**config.mk**
```make
export PLATFORM = sky130hd
export DESIGN_NAME = mtrx_vec_mult
export DESIGN_NICKNAME = d
export VERILOG_FILES = /design/src/rtl/mtrx_vec_mult.sv
export SDC_FILE = /design/constraint.sdc
export NUM_CORES = 2
export LEC_CHECK = 0
export ABC_AREA = 0
export BUFFER_PORTS_ARGS = -buffer_cell sky130_fd_sc_hd__buf_2
export CORE_MARGIN = 8
export CORE_UTILIZATION = 50
export DETAILED_ROUTE_END_ITERATION = 6
export HOLD_SLACK_MARGIN = 0.15
export PLACE_DENSITY = 0.82
export SETUP_SLACK_MARGIN = 0.15
export SKIP_CTS_REPAIR_TIMING = 1
export SLEW_MARGIN = 20
export SYNTH_ARGS = -nofsm -noshare
export SYNTH_HDL_FRONTEND = slang
export SYNTH_SLANG_ARGS = --single-unit
```
**constraint.sdc**
```tcl
create_clock -name clk -period 25.8 [get_ports clk]
set_input_delay 5.16 -clock clk [delete_from_list [all_inputs] [get_ports clk]]
set_output_delay 5.16 -clock clk [all_outputs]
set_load 0.02 [all_outputs]
```
**src/rtl/mtrx_vec_mult.sv**
```systemverilog
`default_nettype none
// ============================================================================
//  Module   : mtrx_vec_mult
//  Purpose  : Sequential 4x4 matrix by 4-vector multiplier for the vertex
//             transform path. A single shared signed MAC performs one
//             multiply-accumulate per cycle. Each transaction takes 16 cycles.
//             Each row sum is floor-shifted by FRAC and saturated to DW bits.
//  Ports    : clk       - system clock, rising edge
//             rst_n     - asynchronous active-low reset
//             mtrx_in   - row-major packed matrix, m11 in the MSBs
//             vec_in    - packed {X,Y,Z,W}, X in the MSBs
//             in_valid  - mtrx_in/vec_in valid
//             in_ready  - block can accept a transaction (IDLE decode)
//             vec_out   - packed result {Xo,Yo,Zo,Wo}
//             out_ovf   - at least one result element saturated
//             out_valid - vec_out/out_ovf valid (DONE decode)
//             out_ready - downstream accepts the result
//  Revision : 1.0 - initial release
// ============================================================================
module mtrx_vec_mult #(
   parameter int DW   = 21,
   parameter int FRAC = 10
) (
   input  logic              clk,
   input  logic              rst_n,
   input  logic [16*DW-1:0]  mtrx_in,
   input  logic [4*DW-1:0]   vec_in,
   input  logic              in_valid,
   output logic              in_ready,
   output logic [4*DW-1:0]   vec_out,
   output logic              out_ovf,
   output logic              out_valid,
   input  logic              out_ready
);

   localparam int PW = 2 * DW;        // full product width
   localparam int AW = 2 * DW + 2;    // accumulator width, holds 4 products

   localparam logic signed [AW-1:0] SAT_MAX = AW'((64'sd1 <<< (DW - 1)) - 64'sd1);
   localparam logic signed [AW-1:0] SAT_MIN = AW'(-(64'sd1 <<< (DW - 1)));

   typedef enum logic [1:0] {
      IDLE = 2'd0,
      CALC = 2'd1,
      DONE = 2'd2
   } state_t;

   state_t                  state;
   logic [1:0]              row;
   logic [1:0]              col;
   logic [16*DW-1:0]        mtrx_q;
   logic [4*DW-1:0]         vec_q;
   logic signed [AW-1:0]    acc;

   logic [3:0]              m_idx;
   logic [1:0]              v_idx;
   logic [1:0]              r_idx;
   logic [DW-1:0]           m_el;
   logic [DW-1:0]           v_el;
   logic signed [PW-1:0]    m_ext;
   logic signed [PW-1:0]    v_ext;
   logic signed [PW-1:0]    prod;
   logic signed [AW-1:0]    sum;
   logic signed [AW-1:0]    shifted;
   logic [DW-1:0]           sat_val;
   logic                    sat_hit;

   // Element k = 4*row+col lives at slot (15-k) counting from the LSB end.
   assign m_idx = 4'd15 - {row, col};
   assign v_idx = 2'd3 - col;
   assign r_idx = 2'd3 - row;

   assign m_el  = mtrx_q[m_idx*DW +: DW];
   assign v_el  = vec_q[v_idx*DW +: DW];

   // Operands are sign-extended to the product width, so the multiply is
   // self-determined at the full 2*DW bits.
   assign m_ext = {{DW{m_el[DW-1]}}, m_el};
   assign v_ext = {{DW{v_el[DW-1]}}, v_el};
   assign prod  = m_ext * v_ext;

   assign sum     = acc + {{(AW - PW){prod[PW-1]}}, prod};
   assign shifted = sum >>> FRAC;   // arithmetic shift = floor

   always_comb begin
      sat_hit = 1'b0;
      sat_val = shifted[DW-1:0];
      if (shifted > SAT_MAX) begin
         sat_hit = 1'b1;
         sat_val = SAT_MAX[DW-1:0];
      end else if (shifted < SAT_MIN) begin
         sat_hit = 1'b1;
         sat_val = SAT_MIN[DW-1:0];
      end
   end

   always_ff @(posedge clk or negedge rst_n) begin
      if (!rst_n) begin
         state     <= IDLE;
         in_ready  <= 1'b1;
         out_valid <= 1'b0;
         vec_out   <= '0;
         out_ovf   <= 1'b0;
         acc       <= '0;
         row       <= 2'd0;
         col       <= 2'd0;
         mtrx_q    <= '0;
         vec_q     <= '0;
      end else begin
         case (state)
            IDLE: begin
               if (in_valid && in_ready) begin
                  mtrx_q   <= mtrx_in;
                  vec_q    <= vec_in;
                  row      <= 2'd0;
                  col      <= 2'd0;
                  acc      <= '0;
                  out_ovf  <= 1'b0;
                  in_ready <= 1'b0;
                  state    <= CALC;
               end
            end

            CALC: begin
               col <= col + 2'd1;
               if (col == 2'd3) begin
                  // Row complete: write the scaled, saturated sum and
                  // restart the accumulator for the next row.
                  acc              <= '0;
                  vec_out[r_idx*DW +: DW] <= sat_val;
                  if (sat_hit) begin
                     out_ovf <= 1'b1;
                  end
                  row <= row + 2'd1;
                  if (row == 2'd3) begin
                     out_valid <= 1'b1;
                     state     <= DONE;
                  end
               end else begin
                  acc <= sum;
               end
            end

            DONE: begin
               // vec_out is intentionally left holding the last result.
               if (out_ready) begin
                  out_valid <= 1'b0;
                  out_ovf   <= 1'b0;
                  in_ready  <= 1'b1;
                  state     <= IDLE;
               end
            end

            default: begin
               out_valid <= 1'b0;
               in_ready  <= 1'b1;
               state     <= IDLE;
            end
         endcase
      end
   end

endmodule
`default_nettype wire

```
### After elaboration in Yosys (flattened, before gate mapping)

Cells that the tools add are included.

| storage, ports and cells | value |
|---|---|
| register bits after elaboration | 557 |
| output and inout bits | 87 |
| logic and storage cells | 77 |

| cells by class | value |
|---|---|
| add/sub/neg operators | 7 |
| $mul | 4 |
| $lt $le $gt $ge | 2 |
| equal/unequal tests | 9 |
| shift operators | 4 |
| mux-type cells | 27 |
| bitwise logic cells | 2 |
| reduce and logical (&&, ||, !) cells | 12 |

Operators with widths:

| kind | number |
|---|---|
| variable part select 336 x 10 -> 21 bit | 1 |
| 2-to-1 mux 44 bit | 2 |
| case mux 44 bit (2 select lines) | 1 |
| bitwise mux 84 bit | 1 |
| variable shift 21 x 34 -> 84 bit (first input constant) | 1 |
| variable part select 21 x 34 -> 84 bit | 1 |
| variable part select 84 x 8 -> 21 bit | 1 |
| adder 44 bit | 1 |
| multiplier 21 x 21 -> 42 bit | 1 |
| 2-to-1 mux 21 bit | 2 |
| greater-than comparator 34 x 21 -> 1 bit (second input constant) | 1 |
| less-than comparator 34 x 21 -> 1 bit (second input constant) | 1 |
| negator 7 -> 34 bit | 1 |
| multiplier 2 x 5 -> 7 bit (second input constant) | 2 |
| 2-to-1 mux 2 bit | 6 |
| inequality test 2 bit (second input constant) | 5 |
| multiplier 4 x 5 -> 9 bit (second input constant) | 1 |
| 2-to-1 mux 1 bit | 9 |
| case mux 1 bit (3 select lines) | 3 |
| case mux 2 bit (2 select lines) | 2 |
| AND reduction 4 bit | 2 |
| == test 2 bit (second input constant) | 3 |
| case mux 2 bit (3 select lines) | 1 |
| AND reduction 2 bit | 3 |
| 11 further kinds | 15 |

### Logic depth before layout (Yosys ltp)

| depth | value |
|---|---|
| depth after elaboration | 11 |
| depth in mapped cells | 50 |
| gate-level depth less buffers | 42 |

### Worst setup path before layout

No wires, ideal clock.

| path | value |
|---|---|
| path kind | flip-flop to flip-flop |
| from | reg col[0] |
| to | reg vec_out[13] |
| arrival | 11.833 ns |
| path slack | 13.841 ns |
| cell stages (with the launch flop) | 46 |
| path buffers | 6 |
| period minus slack after synthesis | 11.959 ns |
| cells stage by stage | dfrtp_1 -> buf_2 -> buf_1 -> clkbuf_1 -> clkbuf_1 -> mux2_2 -> o21ai_1 -> clkbuf_1 -> nor2_1 -> fa_1 -> fa_1 -> inv_1 -> fa_1 -> inv_1 -> fa_1 -> inv_1 -> fa_1 -> inv_1 -> [... 10 more ...] -> o21ai_0 -> nand2b_1 -> a21o_1 -> a21oi_1 -> xnor2_1 -> ha_1 -> and2_4 -> and3_4 -> a221o_1 -> o211a_1 -> a41o_1 -> o21a_1 -> or2_1 -> or3_4 -> o41ai_4 -> nor2_2 -> buf_6 -> a221o_1 |

| between the ends | value |
|---|---|
| cells in the longest elaborated chain, start to end | 10 |
| elaborated cells between the ends (all ways) | 16 |
| those cells by class | add/sub (3); mul (3); order compare (2); eq/ne (1); shift (3); mux (3); reduce/logical (1) |

Ends and longest elaborated chain:

| element | RTL line | RTL |
|---|---|---|
| from (decl) | 50 | `logic [1:0] col;` |
| from (signal assigned) | 125 | `col <= col + 2'd1;` |
| subtractor 4 bit / subtractor 2 bit (equally long branches) | 69, 70 |  |
| multiplier 4 x 5 -> 9 bit / multiplier 2 x 5 -> 7 bit (equally long branches) | 73, 74 |  |
| variable part select 336 x 10 -> 21 bit / variable part select 84 x 8 -> 21 bit (equally long branches) | 73, 74 |  |
| multiplier 21 x 21 -> 42 bit | 80 | `assign prod = m_ext * v_ext;` |
| adder 44 bit | 82 | `assign sum = acc + {{(AW - PW){prod[PW-1]}}, prod};` |
| less-than comparator 34 x 21 -> 1 bit | 91 | `end else if (shifted < SAT_MIN) begin` |
| 2-to-1 mux 21 bit | 91 |  |
| 2-to-1 mux 21 bit | 88 | `if (shifted > SAT_MAX) begin` |
| variable part select 21 x 34 -> 84 bit | 130 | `vec_out[r_idx*DW +: DW] <= sat_val;` |
| bitwise mux 84 bit | 130 |  |
| to (signal, indexed assignment) | 130 |  |
| to (decl) | 30 | `output logic [4*DW-1:0] vec_out,` |

Parallel ways exist; a longest one is shown, timed or not.
A chain may end at the register's enable or synchronous reset.

### Final worst setup path

| path | value |
|---|---|
| from | reg col[1] |
| to | reg vec_out[27] |

Same word-level chain as after synthesis.

==> flow_summary.yaml <==
timing:
  finalHoldViolations: 0
  setup_viol: 0
  min_period_over_period_pct: 55.00
  rsz0062_at_grt: "no"
  worst_pin_slew_ns: 1.075
  min_period_ns: 14.19
  relSlewSlack_pct: 27.88
  drv_slew: 0
  skew_ns: 0.03855
  fin_tns_setup_ns: 0
  max_freq_mhz: 70.47
floorplanning:
  core_sq_um: 84750
  fp.dieH_microns: 307.8
  ioPinCount: 511
  dieArea_sq_um: 94770
  die_x_microns: 307.8
  rows: 107
  initial_core_util_pct: 50.25
worst_setup_path:
  cpMaxStageDelayCell: "nor2_2"
  crit_fanout: 56
  reg2reg_from: "col[1]"
  max_stage_delay_ns: 0.77
  r2r_cells: 42
  worstSetupEndpointType: "register"
  r2r_end: "vec_out[27]"
  critPathLaunchType: "register"
  cp_common_cell: "inv_1"
  path_class: "register to register"
  arrival_ns: 14.75
  required_ns: 26.36
  r2r_setup_slack_ns: 11.61
yosys:
  synth.area.top_cells: "dfrtp_1, fa_1, mux2_2, mux4_2, ha_1"
  synth-xor-area-share_pct: 1.742
  yosysUniqueCellTypes: 82
  synth-edff-count: 0
  syn_inst: 3731
  synthSimpleGateAreaFrac_pct: 7.583
  synth_top_area_share_pct: 32.67
  yosysWarnings: 0
  yosysSeqAreaShare_pct: 32.73
  synthTopCellsByCount: "dfrtp_1, inv_1, fa_1"
  synth_ff_type: "dfrtp_1"
  synth_nets: 4779
  syn_avg_cell_area_sq_um: 11.41
  synth_compound_area_share_pct: 7.366
  synth_area_sq_um: 42590
  yosysTopAreaCell: "dfrtp_1"
  synth_fa_ha_area_share_pct: 26.44
  synth.area.mux_share_pct: 17.44
  synth.most_common_cell: "dfrtp_1"
  synth_top_family_by_area: "adder cells"
  ys_ff_latch: 557
  ys_async_sr_fraction_pct: 100.0
routing:
  ant_nets: 0
  drtIter0Drc: 2695
  drc_errors: 0
  drt-met1-wl_mm: 43.03
  routed_via_density: 5.729
  dr.pass1.iters: 6
  vias: 30670
  wl_met3_mm: 9.053
  routed_wl_mm: 120.4
  detail_route.wl_per_cell_microns: 22.49
  top_layer: "met5"
  routed-wl-met2_mm: 61.36
hold_path:
  worstHoldStart: "acc[42]"
  hold_depth: 1
  hold_path_class: "register to register"
  hold_end: "acc[42]"
global_route:
  grt_pass1_wl_mm: 187.2
  grt_overflow: 0
  grt_pass1_vias: 33600
  grt.total_usage_pct: 25.15
  grt_max_degree: 169
  antenna_found_initial: 25
job:
  maxCapViolCount: 0
clock_network:
  cts-root-buf: "clkbuf_16"
  cts_max_path_buffers: 3
  clk_pin_slew_ns: 0.06
  cts-htree-levels: 2
  cts_tree: "done"
  cts_buffers: 59
  cts_sinks: 557
  insertion_delay_ns: 0.64
layout:
  nets: 5200
  regArea_sq_um: 13950
  fillers: 6766
  area.growth.synth_to_final_pct: 13.31
  layout-drive-gt1-share_pct: 29.14
  final_cell_count_no_fill: 5354
  multi_input_area_sq_um: 25820
place:
  dp_cells: 5233
  portBuffers: 510
  gp_congestion: 0.9621
  hpwlAfterDp_mm: 93.29
outcome:
  status: "finished clean"
## placed cells by master (no fill, tap or decap), types with 16 or more instances in the layout
master	synthesis	final
a221o_1	82	82
o21ai_0	65	60
mux2_2	432	432
a21o_1	41	41
buf_4	0	33
xnor2_1	55	55
inv_1	545	544
a21oi_1	91	91
buf_2	17	509
clkbuf_8	0	16
o21ai_1	22	25
mux4_2	108	108
a22o_1	32	32
dfrtp_1	556	553
nand3_1	22	22
clkbuf_16	0	61
nand2b_1	19	19
o21a_1	16	16
fa_1	460	460
nand2_1	352	352
ha_1	164	164
nor2_1	250	246
xor2_1	27	27
and2_1	22	22
## worst max path at each step
stage / slack, ns / endpoint / cells past startpoint / start
2_1_floorplan: 13.84 / vec_out[13] / 45 / col[0]
3_3_place_gp: 11.58 / vec_out[26] / 41 / col[0]
3_5_place_dp: 11.20 / vec_out[31] / 41 / col[0]
4_1_cts: 11.13 / vec_out[22] / 41 / col[0]
5_1_grt: 10.78 / vec_out[22] / 41 / col[0]
6_report: 11.61 / vec_out[27] / 42 / col[1]
## area by class of cell
cell class                 instances  share of cell area, %
multi-input combinational       2436                  53.51
sequential                       557                  28.90
timing repair buffer             548                  5.992
inverter                         550                  4.278
clock buffer                      88                  3.705
tap                             1144                  2.966
clock inverter                    18                 0.5756
antenna                           13                0.06741
## per-stage QoR
stage                     cell area (sq um)  hold WS, ns  utilization [%]  setup slack, ns
after floorplan                       42590       0.4516                -            13.84
after global placement                46110       0.4708            54.41            11.58
after detailed placement              46110       0.4767            54.41            11.20
after CTS                             48170       0.4911            56.84            11.13
after global routing                  48240       0.5044            56.92            10.78
final                                 48260       0.4877            56.94            11.61
## critical path, delay by kind of cell, from the launching register on
kind            cells  cell delay, ns
xor+xnor            1            0.10
buf+inv            10            2.15
compound gates     12            3.58
flops               1            0.61
mux                 2            1.16
simple gates        8            2.04
fa+ha+maj           9            4.34
## flip-flops by register name, summed over array words and instances, names as in the netlist
signal,count
col,2
state,2
out_ovf,1
acc,44
mtrx_q,336
in_ready,1
vec_q,84
row,2
out_valid,1
vec_out,84
## per-layer routing
| layer | up-vias | track usage, % |
|---|---|---|
| met3 | 400 | 5.525 |
| li1 | 13260 | - |
| met1 | 15650 | 29.64 |
| met5 | - | 0 |
| met2 | 1342 | 43.48 |
| met4 | 24 | 12.24 |
## cells by family (layout without fill, tap and decap cells)
group	after synthesis	after routing
simple gates	749	749
buf+inv	738	1204
fa+ha+maj	624	624
flops	557	557
mux	553	553
compound gates	427	427
xor+xnor	83	83
other cells	0	13
Power is left out: the tool's default activity adds up to more than one toggle a clock period on the data nets, which glitch-free logic cannot reach.
